## src/rtl/myo_spi_pkg.sv

```systemverilog
// myo_spi_pkg -- shared types and constants for the MYO SPI slave.
//   state_t    : frame state (IDLE, ACTIVE)
//   WORD_W_DEF : default SPI word width in bits
package myo_spi_pkg;

  localparam int WORD_W_DEF = 16;

  typedef enum logic {
    IDLE   = 1'b0,
    ACTIVE = 1'b1
  } state_t;

endpackage

```

## src/rtl/myo_sync.sv

```systemverilog
// myo_sync -- STAGES-deep flop chain bringing one asynchronous input into
// the clk domain.
//   clk      in  system clock
//   reset_n  in  asynchronous active-low reset
//   i_d      in  asynchronous input
//   o_q      out synchronized output (resets to RST_VAL)
module myo_sync #(
  parameter int   STAGES  = 2,
  parameter logic RST_VAL = 1'b0
) (
  input  logic clk,
  input  logic reset_n,
  input  logic i_d,
  output logic o_q
);

  logic [STAGES-1:0] r_chain;

  // Synchronizer shift chain, preset to the line's idle level.
  always_ff @(posedge clk or negedge reset_n) begin
    if (!reset_n) begin
      r_chain <= {STAGES{RST_VAL}};
    end else begin
      r_chain <= {r_chain[STAGES-2:0], i_d};
    end
  end

  assign o_q = r_chain[STAGES-1];

endmodule

```

## src/rtl/myo_spi_slave.sv

```systemverilog
// myo_spi_slave -- SPI mode-0 slave with a one-word TX holding register,
// continuous multi-word streaming under one ss_n, underrun and abort flags.
//   clk, reset_n          system clock, async active-low reset
//   sck, mosi, ss_n       SPI master inputs (asynchronous, synchronized here)
//   miso, miso_oe         slave data out and its output enable
//   tx_data/valid/ready   TX holding register write port
//   rx_data/valid         last complete received word, one-clk strobe
//   frame_active          high while a frame is in progress
//   underrun              one-clk pulse when a fallback word is shifted out
//   frame_abort           one-clk pulse when ss_n rises mid-word
// Build option: define MYO_SPI_SLAVE_ECHO_EN to send the most recent
// received word instead of zeros when the holding register is empty.
module myo_spi_slave
  import myo_spi_pkg::*;
#(
  parameter int WORD_W      = WORD_W_DEF,
  parameter int SYNC_STAGES = 2
) (
  input  logic              clk,
  input  logic              reset_n,
  input  logic              sck,
  input  logic              mosi,
  input  logic              ss_n,
  output logic              miso,
  output logic              miso_oe,
  input  logic [WORD_W-1:0] tx_data,
  input  logic              tx_valid,
  output logic              tx_ready,
  output logic [WORD_W-1:0] rx_data,
  output logic              rx_valid,
  output logic              frame_active,
  output logic              underrun,
  output logic              frame_abort
);

  localparam int CW = $clog2(WORD_W + 1);
  localparam int AW = $clog2(SYNC_STAGES + 2);

  logic w_sck_s, w_mosi_s, w_ss_n_s;
  logic r_sck_d, r_ss_d;
  logic r_armed;
  logic [AW-1:0] r_arm_cnt;

  state_t            r_state;
  logic              r_active;
  logic [CW-1:0]     r_bit_cnt;
  logic [WORD_W-1:0] r_rx_sr, r_tx_sr, r_rx_data, r_hold;
  logic              r_hold_full, r_rx_valid, r_underrun, r_frame_abort;
  logic              r_uflow_pend;

  logic w_sck_rise, w_sck_fall, w_ss_fall, w_ss_rise;
  logic w_boundary, w_load, w_accept;
  logic [WORD_W-1:0] w_fallback, w_load_word;

  myo_sync #(.STAGES(SYNC_STAGES), .RST_VAL(1'b0)) u_sync_sck (
    .clk(clk), .reset_n(reset_n), .i_d(sck), .o_q(w_sck_s));
  myo_sync #(.STAGES(SYNC_STAGES), .RST_VAL(1'b0)) u_sync_mosi (
    .clk(clk), .reset_n(reset_n), .i_d(mosi), .o_q(w_mosi_s));
  myo_sync #(.STAGES(SYNC_STAGES), .RST_VAL(1'b1)) u_sync_ss (
    .clk(clk), .reset_n(reset_n), .i_d(ss_n), .o_q(w_ss_n_s));

  // Edge registers for the synchronized sck and ss_n.
  always_ff @(posedge clk or negedge reset_n) begin
    if (!reset_n) begin
      r_sck_d <= 1'b0;
      r_ss_d  <= 1'b1;
    end else begin
      r_sck_d <= w_sck_s;
      r_ss_d  <= w_ss_n_s;
    end
  end

  // The ss_n synchronizer presets high, so a line still held low when reset
  // releases would look like a fall. Only arm fall detection once ss_n has
  // been seen high for longer than the preset can last.
  always_ff @(posedge clk or negedge reset_n) begin
    if (!reset_n) begin
      r_armed   <= 1'b0;
      r_arm_cnt <= {AW{1'b0}};
    end else if (!r_armed) begin
      if (!w_ss_n_s) begin
        r_arm_cnt <= {AW{1'b0}};
      end else if (r_arm_cnt == AW'(SYNC_STAGES)) begin
        r_armed <= 1'b1;
      end else begin
        r_arm_cnt <= r_arm_cnt + AW'(1);
      end
    end
  end

  assign w_sck_rise = w_sck_s & ~r_sck_d;
  assign w_sck_fall = ~w_sck_s & r_sck_d;
  assign w_ss_fall  = ~w_ss_n_s & r_ss_d & r_armed;
  assign w_ss_rise  = w_ss_n_s & ~r_ss_d;

  assign w_boundary = (r_state == ACTIVE) && (r_bit_cnt == CW'(WORD_W));
  assign w_load     = ~w_ss_rise & (((r_state == IDLE) & w_ss_fall) | w_boundary);
  assign w_accept   = tx_valid & ~r_hold_full;

`ifdef MYO_SPI_SLAVE_ECHO_EN
  // At a word boundary rx_data is being refreshed this very clk, so echo
  // the just-completed word straight from the shift register.
  assign w_fallback = w_boundary ? r_rx_sr : r_rx_data;
`else
  assign w_fallback = {WORD_W{1'b0}};
`endif

  assign w_load_word = r_hold_full ? r_hold : w_fallback;

  // Frame FSM, shift registers, holding register and status pulses.
  always_ff @(posedge clk or negedge reset_n) begin
    if (!reset_n) begin
      r_state       <= IDLE;
      r_active      <= 1'b0;
      r_bit_cnt     <= {CW{1'b0}};
      r_rx_sr       <= {WORD_W{1'b0}};
      r_tx_sr       <= {WORD_W{1'b0}};
      r_rx_data     <= {WORD_W{1'b0}};
      r_hold        <= {WORD_W{1'b0}};
      r_hold_full   <= 1'b0;
      r_rx_valid    <= 1'b0;
      r_underrun    <= 1'b0;
      r_frame_abort <= 1'b0;
      r_uflow_pend  <= 1'b0;
    end else begin
      r_rx_valid    <= 1'b0;
      r_underrun    <= 1'b0;
      r_frame_abort <= 1'b0;

      // An accept wins over a same-clk load: the new word stays held.
      if (w_accept) begin
        r_hold      <= tx_data;
        r_hold_full <= 1'b1;
      end else if (w_load) begin
        r_hold_full <= 1'b0;
      end

      // The underrun is flagged when the fallback word actually starts
      // shifting, so the speculative reload after a frame's last word
      // does not raise it.
      if (w_load) begin
        r_tx_sr      <= w_load_word;
        r_uflow_pend <= ~r_hold_full;
      end

      case (r_state)
        IDLE: begin
          if (w_ss_fall) begin
            r_state   <= ACTIVE;
            r_active  <= 1'b1;
            r_bit_cnt <= {CW{1'b0}};
          end
        end
        ACTIVE: begin
          if (w_ss_rise) begin
            r_state       <= IDLE;
            r_active      <= 1'b0;
            r_frame_abort <= (r_bit_cnt != {CW{1'b0}});
            r_bit_cnt     <= {CW{1'b0}};
            r_rx_sr       <= {WORD_W{1'b0}};
            r_tx_sr       <= {WORD_W{1'b0}};
            r_uflow_pend  <= 1'b0;
          end else if (w_boundary) begin
            r_rx_data  <= r_rx_sr;
            r_rx_valid <= 1'b1;
            r_bit_cnt  <= {CW{1'b0}};
          end else if (w_sck_rise) begin
            r_rx_sr   <= {r_rx_sr[WORD_W-2:0], w_mosi_s};
            r_bit_cnt <= r_bit_cnt + CW'(1);
            if (r_uflow_pend) begin
              r_underrun   <= 1'b1;
              r_uflow_pend <= 1'b0;
            end
          end else if (w_sck_fall && (r_bit_cnt != {CW{1'b0}})) begin
            // The fall after a word's last bit is skipped: the freshly
            // reloaded MSB is already on miso.
            r_tx_sr <= {r_tx_sr[WORD_W-2:0], 1'b0};
          end
        end
        default: begin
          r_state  <= IDLE;
          r_active <= 1'b0;
        end
      endcase
    end
  end

  assign miso         = r_tx_sr[WORD_W-1];
  assign miso_oe      = r_active;
  assign frame_active = r_active;
  assign tx_ready     = ~r_hold_full;
  assign rx_data      = r_rx_data;
  assign rx_valid     = r_rx_valid;
  assign underrun     = r_underrun;
  assign frame_abort  = r_frame_abort;

endmodule

```

## config.mk

```make
export PLATFORM = sky130hd
export DESIGN_NAME = myo_spi_slave
export DESIGN_NICKNAME = d
export VERILOG_FILES = /design/src/rtl/myo_spi_pkg.sv /design/src/rtl/myo_sync.sv /design/src/rtl/myo_spi_slave.sv
export SDC_FILE = /design/constraint.sdc
export NUM_CORES = 1
export LEC_CHECK = 0
export ABC_AREA = 1
export CAP_MARGIN = 10
export CORE_UTILIZATION = 40
export CTS_CLUSTER_SIZE = 20
export DETAILED_ROUTE_END_ITERATION = 8
export PLACE_DENSITY = 0.74
export SKIP_LAST_GASP = 1
export SLEW_MARGIN = 20
export SYNTH_ARGS = -nofsm -noshare
export SYNTH_HDL_FRONTEND = slang
export SYNTH_SLANG_ARGS = --single-unit
export TNS_END_PERCENT = 50
```

## constraint.sdc

```tcl
create_clock -name clk -period 1.7 [get_ports clk]
set_clock_uncertainty 0.2 [all_clocks]
set_input_delay 0.17 -clock clk [delete_from_list [all_inputs] [get_ports clk]]
set_output_delay 0.17 -clock clk [all_outputs]
set_load 0.1 [all_outputs]
```

==> impl_metrics.env <==
export IMPL_crit_top_cell="nand2_1"
export IMPL_drive_gt1_frac=0.230
export IMPL_criticalPathCategory="register to register"
export IMPL_final_setup_viol_count=17
export IMPL_cts_tree="done"
export IMPL_cp_cell_sequence="inv_2 -> ha_4 -> nand3_4 -> buf_6 -> o21ai_4 -> clkbuf_16 -> nand2_1 -> nand2_1 -> nand2_1 -> nand2_1"
export IMPL_synth_area_mm2=0.00378
export IMPL_dp_hpwl_um=4980
export IMPL_worstPathArrival_ps=1930
export IMPL_setup_worst_path_start="r_bit_cnt[0]"
export IMPL_clock_latency_ps=370
export IMPL_top_layer_used="met4"
export IMPL_ys_warn_count=0
export IMPL_hold_viol_final=0
export IMPL_synth_seq_cells=87
export IMPL_timing_setup_tns_ps=-1330
export IMPL_ant_nets=0
export IMPL_crit_slowest_cell="dfrtp_1"
export IMPL_final_nets=498
export IMPL_timing_hold_ws_ps=44.5
export IMPL_via_count=2870
export IMPL_vias_per_cell=4.87
export IMPL_worst_slew_pin_slew_ps=441
export IMPL_layout_min_cycle_time_ps=1820
export IMPL_clockRootBuffer="clkbuf_8"
export IMPL_met1_length_um=3290
export IMPL_initial_core_util=0.411
export IMPL_drt_iter0_drc=149
export IMPL_slowest_delay_ps=400
export IMPL_io_pins=45
export IMPL_grt_pass1_vias=2699
export IMPL_multiInputGateArea_mm2=0.00146
export IMPL_leakagePower_nw=2.58
export IMPL_crit_buf_inv=3
export IMPL_r2r_end="r_tx_sr[2]"
export IMPL_status="complete, but fails checks"
export IMPL_wl_per_cell_um=13.0
export IMPL_wl_um=7640
export IMPL_critPathCapture="r_tx_sr[2]"
export IMPL_ir_worst_vdd_mv=1.02
export IMPL_coreArea_mm2=0.00920
export IMPL_std_cell_rows=35
export IMPL_p_per_area_mw_per_mm2=1410
export IMPL_ys_seq_area_frac=0.577
export IMPL_wl_met3_um=352
export IMPL_cp_max_fo=5
export IMPL_htreeDepth=3
export IMPL_grt_pass1_wl_um=12400
export IMPL_route_met2_wl_um=3860
export IMPL_fill_cells=753
export IMPL_critPathTopFamily="buffers and inverters"
export IMPL_die_h_um=99.2
export IMPL_die_area_mm2=0.00984
export IMPL_hold_path_class="input pin to asynchronous set/reset pin"
export IMPL_n_antenna_cell=0
export IMPL_required_ps=1800
export IMPL_cp_depth=10
export IMPL_die_x_um=99.2
export IMPL_fmax_mhz=548
export IMPL_fin_ws_ps=-124
export IMPL_fin_crit_sh=1.07
export IMPL_layout_commonest_cell="nand2_1"
export IMPL_clk_pin_slew_ps=100
export IMPL_synth_cells=408
export IMPL_violations="negative setup slack"
export IMPL_grt_max_degree=37
export IMPL_seq_area_mm2=0.00218
export IMPL_cts_buffers=9
export IMPL_rsz0062_at_grt="yes"
export IMPL_drv_slew=0
export IMPL_reg2reg_slack_ps=-120
export IMPL_r2r_start="r_bit_cnt[0]"
export IMPL_grt_usage=0.161
export IMPL_max_slew_margin=0.705
export IMPL_synth_nets=433
export IMPL_area_growth_pct=36.5
export IMPL_first_pass_iters=5
export IMPL_worstSetupEndpointType="register"
export IMPL_r2r_cells=10
export IMPL_numPortBuffers=44
export IMPL_cts_sinks=87
export IMPL_gp_congestion=0.789
export IMPL_drc=0
export IMPL_layout_common_cells="nand2_1 (151), dfrtp_1 (84), nand3_1 (28), buf_12 (28), inv_1 (27)"
export IMPL_maxCapViolCount=0
export IMPL_grt_remaining_overflow=0
export IMPL_worstSetupStartpointType="register"
export IMPL_syn_area_per_cell_um2=9.26
export IMPL_synth_distinct_cells=28
export IMPL_clockBufferDepth=2
export IMPL_antenna_found_initial=0
[synthesized netlist by cell type, drive strengths merged]
library cell,number,area share
xor2,1,0.0023
inv,34,0.034
ha,3,0.0099
nor3,1,0.0013
nand4,4,0.0066
o21ai,38,0.053
nand3,30,0.042
dfstp,3,0.021
dfrtp,84,0.56
a21boi,1,0.0020
nand2,161,0.17
o31ai,1,0.0020
mux2,16,0.048
nor2,11,0.016
a21oi,2,0.0036
buf,15,0.030
clkbuf,3,0.0030
[metal layers]
layer  vias to the layer above  GRT usage
li1                       1422          -
met5                         -          0
met3                        12     0.0379
met2                        80      0.263
met1                      1356      0.208
met4                         0     0.0656
[area by class of cell]
type / instances / area share
multi-input combinational: 269 / 0.283
sequential: 87 / 0.423
tap: 111 / 0.0269
clock inverter: 7 / 0.0247
clock buffer: 9 / 0.0240
timing repair buffer: 72 / 0.192
inverter: 34 / 0.0264
[how the worst min path moves through the flow]
stage	start	end	slack [ps]	depth (start not counted)
after floorplan	reset_n	frame_abort	-330	0
after global placement	reset_n	rx_data[15]	-100	1
after detailed placement	reset_n	rx_data[15]	-100	1
after CTS	reset_n	rx_data[15]	30	2
after global routing	sck	u_sync_sck.r_chain[0]	30	1
final	reset_n	rx_data[15]	40	2
[state kept, by name, summed over array words and instances, names as in the netlist]
signal	count
r_uflow_pend	1
r_sck_d	1
rx_valid	1
u_sync_sck.r_chain	2
r_armed	1
r_hold_full	1
r_hold	16
r_bit_cnt	5
r_arm_cnt	2
r_tx_sr	16
underrun	1
frame_active	1
u_sync_ss.r_chain	2
r_rx_sr	16
u_sync_mosi.r_chain	2
frame_abort	1
r_state	1
rx_data	16
r_ss_d	1
[stage by stage]
stage	utilization	instances	setup WS, ps	total power [mW]	area, µm²
floorplan	-	408	-267	4.68	3840
global placement	0.513	565	-121	5.22	4710
detailed placement	0.513	565	-156	5.33	4710
CTS	0.544	584	-35.3	7.16	5000
global route	0.561	589	-191	7.74	5160
finish	0.561	589	-124	7.29	5160
[cell families (layout without fill, tap and decap cells)]
family	Yosys count	after routing	share of synthesized area
flip-flops	87	87	0.577
AND/OR/NAND/NOR	207	207	0.235
multiplexers	16	16	0.0477
buffers and inverters	52	122	0.0672
AO/OA/AOI/OAI	42	42	0.0609
adder cells (fa/ha/maj)	3	3	0.00994
XOR/XNOR	1	1	0.00232
[where the power goes]
| part | internal [mW] | switching, mW | total, mW |
|---|---|---|---|
| sequential | 2.63 | 0.353 | 2.98 |
| clock | 0.999 | 0.787 | 1.79 |
| combinational | 1.11 | 1.42 | 2.53 |
| total | 4.74 | 2.56 | 7.29 |
[what timing repair did]
item	in CTS	in global routing
setup endpoints to repair	33	48
resized for setup	2	19
hold buffers	2	0
pin swaps	0	6
setup buffers	1	2
endpoints found under the hold margin	86	0
gates cloned	0	3
[worst register-to-register path: cells and delay by family (launching register included)]
family | cells | cell delay [ps]
buffers and inverters | 3 | 420
DFF | 1 | 400
and+or+nand+nor | 5 | 320
AOI/OAI and AO/OA | 1 | 270
adders and majority gates | 1 | 150
Power figures use the tool's default switching activity.
